`src/rtl/imm_gen_pipe_if.sv`:
```
// Decode-stage handshake bundle for imm_gen_pipe: upstream valid/ready/inst/pc
// and the registered result toward the operand mux.
interface imm_gen_pipe_if #(
  parameter int XLEN = 32
);
  logic            in_valid;
  logic            in_ready;
  logic [31:0]     in_inst;
  logic [XLEN-1:0] in_pc;
  logic            out_valid;
  logic            out_ready;
  logic [31:0]     out_inst;
  logic [XLEN-1:0] out_pc;
  logic [XLEN-1:0] out_imm;
  logic [2:0]      out_fmt;
  logic            out_illegal;

  modport master (
    output in_valid, in_inst, in_pc, out_ready,
    input  in_ready, out_valid, out_inst, out_pc, out_imm, out_fmt, out_illegal
  );

  modport slave (
    input  in_valid, in_inst, in_pc, out_ready,
    output in_ready, out_valid, out_inst, out_pc, out_imm, out_fmt, out_illegal
  );
endinterface

```
`src/rtl/imm_gen_pipe.sv`:
```
// Registered immediate generator (I/S/B/U/J/shamt) with valid/ready, stall and flush.
// Optional one-entry skid buffer enabled by defining IMM_GEN_SKID_EN.
module imm_gen_pipe #(
  parameter int XLEN    = 32,
  parameter int SHAMT_W = (XLEN == 64) ? 6 : 5
) (
  input  logic          clk,
  input  logic          reset_n,
  input  logic          flush,
  imm_gen_pipe_if.slave bus
);

  localparam logic [6:0] OPC_LOAD       = 7'b0000011;
  localparam logic [6:0] OPC_ARITH_IMM  = 7'b0010011;
  localparam logic [6:0] OPC_AUIPC      = 7'b0010111;
  localparam logic [6:0] OPC_STORE      = 7'b0100011;
  localparam logic [6:0] OPC_ARITH      = 7'b0110011;
  localparam logic [6:0] OPC_LUI        = 7'b0110111;
  localparam logic [6:0] OPC_BRANCH     = 7'b1100011;
  localparam logic [6:0] OPC_JALR       = 7'b1100111;
  localparam logic [6:0] OPC_JAL        = 7'b1101111;

  localparam logic [2:0] FMT_NONE  = 3'd0;
  localparam logic [2:0] FMT_I     = 3'd1;
  localparam logic [2:0] FMT_S     = 3'd2;
  localparam logic [2:0] FMT_B     = 3'd3;
  localparam logic [2:0] FMT_U     = 3'd4;
  localparam logic [2:0] FMT_J     = 3'd5;
  localparam logic [2:0] FMT_SHAMT = 3'd6;

  typedef struct packed {
    logic [XLEN-1:0] imm;
    logic [2:0]      fmt;
    logic            illegal;
  } dec_t;

  // Size casts of signed operands sign-extend to exactly XLEN bits.
  function automatic dec_t decode(input logic [31:0] inst);
    dec_t d;
    d.imm     = '0;
    d.fmt     = FMT_NONE;
    d.illegal = 1'b0;
    case (inst[6:0])
      OPC_ARITH_IMM: begin
        if (inst[13:12] == 2'b01) begin
          d.fmt = FMT_SHAMT;
          d.imm = XLEN'(inst[20 +: SHAMT_W]);
        end else begin
          d.fmt = FMT_I;
          d.imm = XLEN'($signed(inst[31:20]));
        end
      end
      OPC_LOAD, OPC_JALR: begin
        d.fmt = FMT_I;
        d.imm = XLEN'($signed(inst[31:20]));
      end
      OPC_STORE: begin
        d.fmt = FMT_S;
        d.imm = XLEN'($signed({inst[31:25], inst[11:7]}));
      end
      OPC_BRANCH: begin
        d.fmt = FMT_B;
        d.imm = XLEN'($signed({inst[31], inst[7], inst[30:25], inst[11:8], 1'b0}));
      end
      OPC_LUI, OPC_AUIPC: begin
        d.fmt = FMT_U;
        d.imm = XLEN'($signed({inst[31:12], 12'b0}));
      end
      OPC_JAL: begin
        d.fmt = FMT_J;
        d.imm = XLEN'($signed({inst[31], inst[19:12], inst[20], inst[30:21], 1'b0}));
      end
      OPC_ARITH: ;
      default: d.illegal = 1'b1;
    endcase
    return d;
  endfunction

  logic            out_valid_q, out_valid_d;
  logic [31:0]     out_inst_q,  out_inst_d;
  logic [XLEN-1:0] out_pc_q,    out_pc_d;
  dec_t            out_dec_q,   out_dec_d;
  dec_t            in_dec;
  logic            out_free;
  logic            accept;

  assign in_dec   = decode(bus.in_inst);
  assign out_free = !out_valid_q || bus.out_ready;
  assign accept   = bus.in_valid && bus.in_ready && !flush;

`ifdef IMM_GEN_SKID_EN
  logic            skid_valid_q, skid_valid_d;
  logic [31:0]     skid_inst_q,  skid_inst_d;
  logic [XLEN-1:0] skid_pc_q,    skid_pc_d;
  dec_t            skid_dec;

  assign skid_dec     = decode(skid_inst_q);
  // Ready depends only on skid occupancy, so out_ready never reaches in_ready.
  assign bus.in_ready = !skid_valid_q;
`else
  assign bus.in_ready = out_free;
`endif

  always_comb begin
    out_valid_d = out_valid_q;
    out_inst_d  = out_inst_q;
    out_pc_d    = out_pc_q;
    out_dec_d   = out_dec_q;
`ifdef IMM_GEN_SKID_EN
    skid_valid_d = skid_valid_q;
    skid_inst_d  = skid_inst_q;
    skid_pc_d    = skid_pc_q;
    if (flush) begin
      out_valid_d  = 1'b0;
      skid_valid_d = 1'b0;
    end else if (out_free) begin
      if (skid_valid_q) begin
        // in_ready is low while the skid is full, so nothing new arrives here.
        out_valid_d  = 1'b1;
        out_inst_d   = skid_inst_q;
        out_pc_d     = skid_pc_q;
        out_dec_d    = skid_dec;
        skid_valid_d = 1'b0;
      end else begin
        out_valid_d = accept;
        if (accept) begin
          out_inst_d = bus.in_inst;
          out_pc_d   = bus.in_pc;
          out_dec_d  = in_dec;
        end
      end
    end else if (accept) begin
      skid_valid_d = 1'b1;
      skid_inst_d  = bus.in_inst;
      skid_pc_d    = bus.in_pc;
    end
`else
    if (flush) begin
      out_valid_d = 1'b0;
    end else if (accept) begin
      out_valid_d = 1'b1;
      out_inst_d  = bus.in_inst;
      out_pc_d    = bus.in_pc;
      out_dec_d   = in_dec;
    end else if (bus.out_ready) begin
      out_valid_d = 1'b0;
    end
`endif
  end

  always_ff @(posedge clk or negedge reset_n) begin
    if (!reset_n) begin
      out_valid_q <= 1'b0;
      out_inst_q  <= '0;
      out_pc_q    <= '0;
      out_dec_q   <= '0;
    end else begin
      out_valid_q <= out_valid_d;
      out_inst_q  <= out_inst_d;
      out_pc_q    <= out_pc_d;
      out_dec_q   <= out_dec_d;
    end
  end

`ifdef IMM_GEN_SKID_EN
  always_ff @(posedge clk or negedge reset_n) begin
    if (!reset_n) begin
      skid_valid_q <= 1'b0;
      skid_inst_q  <= '0;
      skid_pc_q    <= '0;
    end else begin
      skid_valid_q <= skid_valid_d;
      skid_inst_q  <= skid_inst_d;
      skid_pc_q    <= skid_pc_d;
    end
  end
`endif

  assign bus.out_valid   = out_valid_q;
  assign bus.out_inst    = out_inst_q;
  assign bus.out_pc      = out_pc_q;
  assign bus.out_imm     = out_dec_q.imm;
  assign bus.out_fmt     = out_dec_q.fmt;
  assign bus.out_illegal = out_dec_q.illegal;

endmodule

```
`src/flat_wrapper.sv`:
```
// flat-port wrapper written by rule: the top's interface ports become plain ports
module imm_gen_pipe_flat 
#(
  parameter int XLEN    = 32,
  parameter int SHAMT_W = (XLEN == 64) ? 6 : 5
)
  (clk, reset_n, flush, bus_in_valid, bus_in_inst, bus_in_pc, bus_out_ready, bus_in_ready, bus_out_valid, bus_out_inst, bus_out_pc, bus_out_imm, bus_out_fmt, bus_out_illegal);
  imm_gen_pipe_if #(.XLEN(XLEN)) bus_i ();
  input  logic clk;
  input  logic reset_n;
  input  logic flush;
  input wire logic [$bits(bus_i.in_valid)-1:0] bus_in_valid;
  input wire logic [$bits(bus_i.in_inst)-1:0] bus_in_inst;
  input wire logic [$bits(bus_i.in_pc)-1:0] bus_in_pc;
  input wire logic [$bits(bus_i.out_ready)-1:0] bus_out_ready;
  output wire logic [$bits(bus_i.in_ready)-1:0] bus_in_ready;
  output wire logic [$bits(bus_i.out_valid)-1:0] bus_out_valid;
  output wire logic [$bits(bus_i.out_inst)-1:0] bus_out_inst;
  output wire logic [$bits(bus_i.out_pc)-1:0] bus_out_pc;
  output wire logic [$bits(bus_i.out_imm)-1:0] bus_out_imm;
  output wire logic [$bits(bus_i.out_fmt)-1:0] bus_out_fmt;
  output wire logic [$bits(bus_i.out_illegal)-1:0] bus_out_illegal;
  assign bus_i.in_valid = bus_in_valid;
  assign bus_i.in_inst = bus_in_inst;
  assign bus_i.in_pc = bus_in_pc;
  assign bus_i.out_ready = bus_out_ready;
  assign bus_in_ready = bus_i.in_ready;
  assign bus_out_valid = bus_i.out_valid;
  assign bus_out_inst = bus_i.out_inst;
  assign bus_out_pc = bus_i.out_pc;
  assign bus_out_imm = bus_i.out_imm;
  assign bus_out_fmt = bus_i.out_fmt;
  assign bus_out_illegal = bus_i.out_illegal;
  imm_gen_pipe #(.XLEN(XLEN), .SHAMT_W(SHAMT_W)) u_core (.clk(clk), .reset_n(reset_n), .flush(flush), .bus(bus_i));
endmodule
```
`config.mk`:
```
export PLATFORM = sky130hd
export DESIGN_NAME = imm_gen_pipe_flat
export DESIGN_NICKNAME = d
export VERILOG_FILES = /design/src/rtl/imm_gen_pipe_if.sv /design/src/rtl/imm_gen_pipe.sv /design/src/flat_wrapper.sv
export SDC_FILE = /design/constraint.sdc
export NUM_CORES = 1
export LEC_CHECK = 0
export ABC_CLOCK_PERIOD_IN_PS = 2800
export CORE_ASPECT_RATIO = 0.75
export CORE_MARGIN = 3
export CORE_UTILIZATION = 47
export DETAILED_ROUTE_END_ITERATION = 12
export PLACE_DENSITY = 0.88
export SYNTH_ARGS = -nofsm -noshare
export SYNTH_HDL_FRONTEND = slang
export SYNTH_SLANG_ARGS = --single-unit
```
`constraint.sdc`:
```
create_clock -name clk -period 2.8 [get_ports clk]
set_input_delay 0.28 -clock clk [delete_from_list [all_inputs] [get_ports clk]]
set_output_delay 0.28 -clock clk [all_outputs]
set_load 0.02 [all_outputs]
```
==> flow_metrics.env <==
export IMPL_run_status="finished clean"
export IMPL_drt_iter0_markers=253
export IMPL_clockBufferDepth=2
export IMPL_postLayoutCellArea_um2=6360
export IMPL_dpl_cell_area_um2=6030
export IMPL_finalCritPeriodShare_pct=81.5
export IMPL_htreeDepth=3
export IMPL_startpoint_type="primary input"
export IMPL_drc=0
export IMPL_synthSimpleGateAreaFrac_pct=25.6
export IMPL_p_switching_mw=1.28
export IMPL_nets=687
export IMPL_relSlewSlack_pct=18.6
export IMPL_place_inst=714
export IMPL_end_kind="register"
export IMPL_fp_dieW_um=115
export IMPL_maxSlewViolCount=0
export IMPL_area_growth_pct=50.5
export IMPL_cts_sinks=101
export IMPL_synth_top_cells_by_area="dfrtp_1 (60%), nand2_1 (19%), a311oi_2 (3.6%), nor2_1 (3.1%), clkbuf_1 (1.4%)"
export IMPL_rsz0062_at_grt="false"
export IMPL_place_gp_congestion=0.872
export IMPL_finalSetupTns_ns=0
export IMPL_synth_compound_area_share_pct=11.0
export IMPL_r2r_end="u_core.bus.out_imm[20]"
export IMPL_yosysWarningCount=0
export IMPL_setup_viol=0
export IMPL_syn_instance_count=453
export IMPL_worstHoldPathType="primary input to register"
export IMPL_power_internal_mw=2.89
export IMPL_antenna_cells=0
export IMPL_total_power_mw=4.17
export IMPL_synth_top_family_by_area="simple AND/OR/NAND/NOR gates"
export IMPL_final_util_pct=73.9
export IMPL_swShare_pct=30.7
export IMPL_p_seq_share_pct=42.3
export IMPL_detail_route_vias_per_cell=5.24
export IMPL_period_needed_ns=2.28
export IMPL_core_um2=8600
export IMPL_async_reset_ff_share_pct=100
export IMPL_dieArea_um2=10200
export IMPL_grt_ovfl_total=0
export IMPL_pwr_share_clk_pct=31.4
export IMPL_ys_flop_type="dfrtp_1"
export IMPL_final_cell_mix="nand2_1 (211), clkdlybuf4s50_1 (169), dfrtp_1 (101)"
export IMPL_cts_tree="done"
export IMPL_power_density_nw_per_um2=655
export IMPL_rows=29
export IMPL_gr_usage_all_layers_pct=24.8
export IMPL_hpwl_mm=9.00
export IMPL_vias=3834
export IMPL_synthXorXnorAreaFrac_pct=0
export IMPL_final_common_cell="nand2_1"
export IMPL_synth_edff_count=0
export IMPL_skew_ns=0.00967
export IMPL_syn_area_um2=4230
export IMPL_wl_mm=12.3
export IMPL_grt_pass1_wl_mm=19.7
export IMPL_worstPathArrival_ns=2.43
export IMPL_die_h_um=88.1
export IMPL_reg2reg_slack_ns=0.94
export IMPL_synth_mux_area_share_pct=0.267
export IMPL_p_leak_nw=2.90
export IMPL_synthAdderAreaFrac_pct=0
export IMPL_grt_pass1_vias=3970
export IMPL_cts_buffers_inserted=9
export IMPL_cts_root_buf="clkbuf_16"
export IMPL_insertion_delay_ns=0.35
export IMPL_fillCellCount=636
export IMPL_post_cts_setup_buffers=0
export IMPL_yosysTopAreaCell="dfrtp_1"
export IMPL_wl_per_cell_um=16.8
export IMPL_ios=171
export IMPL_grt_max_degree=51
export IMPL_max_freq_ghz=0.438
export IMPL_synth_top_area_share_pct=59.8
export IMPL_post_route_cells_drive_above_1_share_pct=7.38
export IMPL_antenna_left=0
export IMPL_port_buffers=170
export IMPL_stdcell_count=731
export IMPL_antenna_found_initial=0
export IMPL_cp_required_ns=2.95
export IMPL_max_cap_viol_count=0
export IMPL_cts_clk_slew_worst_paths_ns=0.07
export IMPL_synth_distinct_cells=42
export IMPL_initial_core_util_pct=49.1
export IMPL_worstSetupPathType="primary input to register"
export IMPL_reg2reg_depth=4
export IMPL_yosysSeqAreaShare_pct=59.8
export IMPL_syn_area_per_cell_um2=9.33
export IMPL_p_comb_share_pct=26.3
export IMPL_drt_pass1_iter_count=4
export IMPL_finalHoldViolations=0
export IMPL_critPathMaxFanout=11
export IMPL_ys_seq_elements=101
export IMPL_worstMarginPinSlew_ns=1.21
export IMPL_r2r_start="u_core.bus.out_valid"
export IMPL_critPathCapture="u_core.bus.out_imm[28]"
export IMPL_critPathLaunch="bus_in_inst[2]"
export IMPL_synth_nets=522
export IMPL_peakVddDrop_v=0.000405
routing by layer:
metal | track usage, % | up-vias | part of all wire [%]
met5 | 0 | - | 0
li1 | - | 1804 | -
met3 | 8.70 | 23 | 9.4
met4 | 7.78 | 0 | 1.8
met2 | 41.0 | 167 | 47
met1 | 31.0 | 1840 | 41
power by group through the flow:
| stage | Clock (mW) | Combinational [mW] | Sequential [mW] |
|---|---|---|---|
| floorplan | 0 | 0.248 | 2.01 |
| detailed placement | 0 | 1.10 | 1.79 |
| global route | 1.39 | 1.18 | 1.78 |
| CTS | 1.33 | 1.11 | 1.76 |
| finish | 1.31 | 1.10 | 1.76 |
| global placement | 0 | 1.08 | 1.78 |
worst min-delay path by stage:
stage / startpoint / end / slack [ns] / cells after the start
2_1_floorplan: reset_n / u_core.bus.out_fmt[0] / -0.02 / 0
3_3_place_gp: reset_n / u_core.bus.out_pc[30] / 0.34 / 1
3_5_place_dp: reset_n / u_core.bus.out_pc[30] / 0.34 / 1
4_1_cts: bus_in_pc[9] / u_core.bus.out_pc[9] / 0.45 / 3
5_1_grt: bus_in_pc[16] / u_core.bus.out_pc[16] / 0.47 / 3
6_report: bus_in_pc[9] / u_core.bus.out_pc[9] / 0.46 / 3
cells by family after synthesis:
family	count (synthesis)
buffers and inverters	29
DFF	101
and+or+nand+nor	266
muxes	1
AOI/OAI and AO/OA	56
Yosys cell counts (2+ instances only):
| library cell | number |
|---|---|
| nand2_1 | 212 |
| dfrtp_1 | 101 |
| nor2_1 | 35 |
| clkbuf_1 | 16 |
| o21ai_0 | 11 |
| a311oi_2 | 10 |
| a31oi_1 | 9 |
| a22o_1 | 6 |
| a221oi_1 | 4 |
| buf_2 | 4 |
| buf_1 | 3 |
| buf_4 | 3 |
| nor2b_1 | 3 |
| o22ai_1 | 3 |
| a21oi_1 | 2 |
| buf_6 | 2 |
| nand2b_1 | 2 |
| nor3_1 | 2 |
| o21ai_1 | 2 |
registers in the layout, summed over array words and instances, names as in the netlist:
register and cells:
u_core.bus.out_illegal 1, u_core.bus.out_fmt 3, u_core.bus.out_imm 32, u_core.bus.out_valid 1, u_core.bus.out_inst 32, u_core.bus.out_pc 32
repair_timing:
action	in CTS	in global routing
endpoints found under the hold margin	48	0
hold buffers	1	0
resized for setup	0	0
per-stage QoR:
stage                     setup slack (ns)  hold slack (ns)
final                                0.519            0.459
after CTS                            0.546            0.453
after global placement               0.336            0.337
after detailed placement             0.135            0.340
after floorplan                       1.11          -0.0156
after global routing                 0.391            0.467
worst max-delay path, cell delays in order:
cell and delay (ns):
clkdlybuf4s50_1 0.56, nand4bb_1 0.28, nor2_4 0.12, o21ai_1 0.96, a311oi_2 0.23
final cells by class:
cell class	instances	area [um^2]	share of cell area [%]
well taps	108	135	2.13
multi-input cells	323	1580	24.9
flip-flops and latches	101	2530	39.8
inverters	1	3.75	0.0590
clock inverters	7	91.3	1.44
clock buffers	9	225	3.54
repair buffers	182	1790	28.2
(Power assumes the default switching activity.)
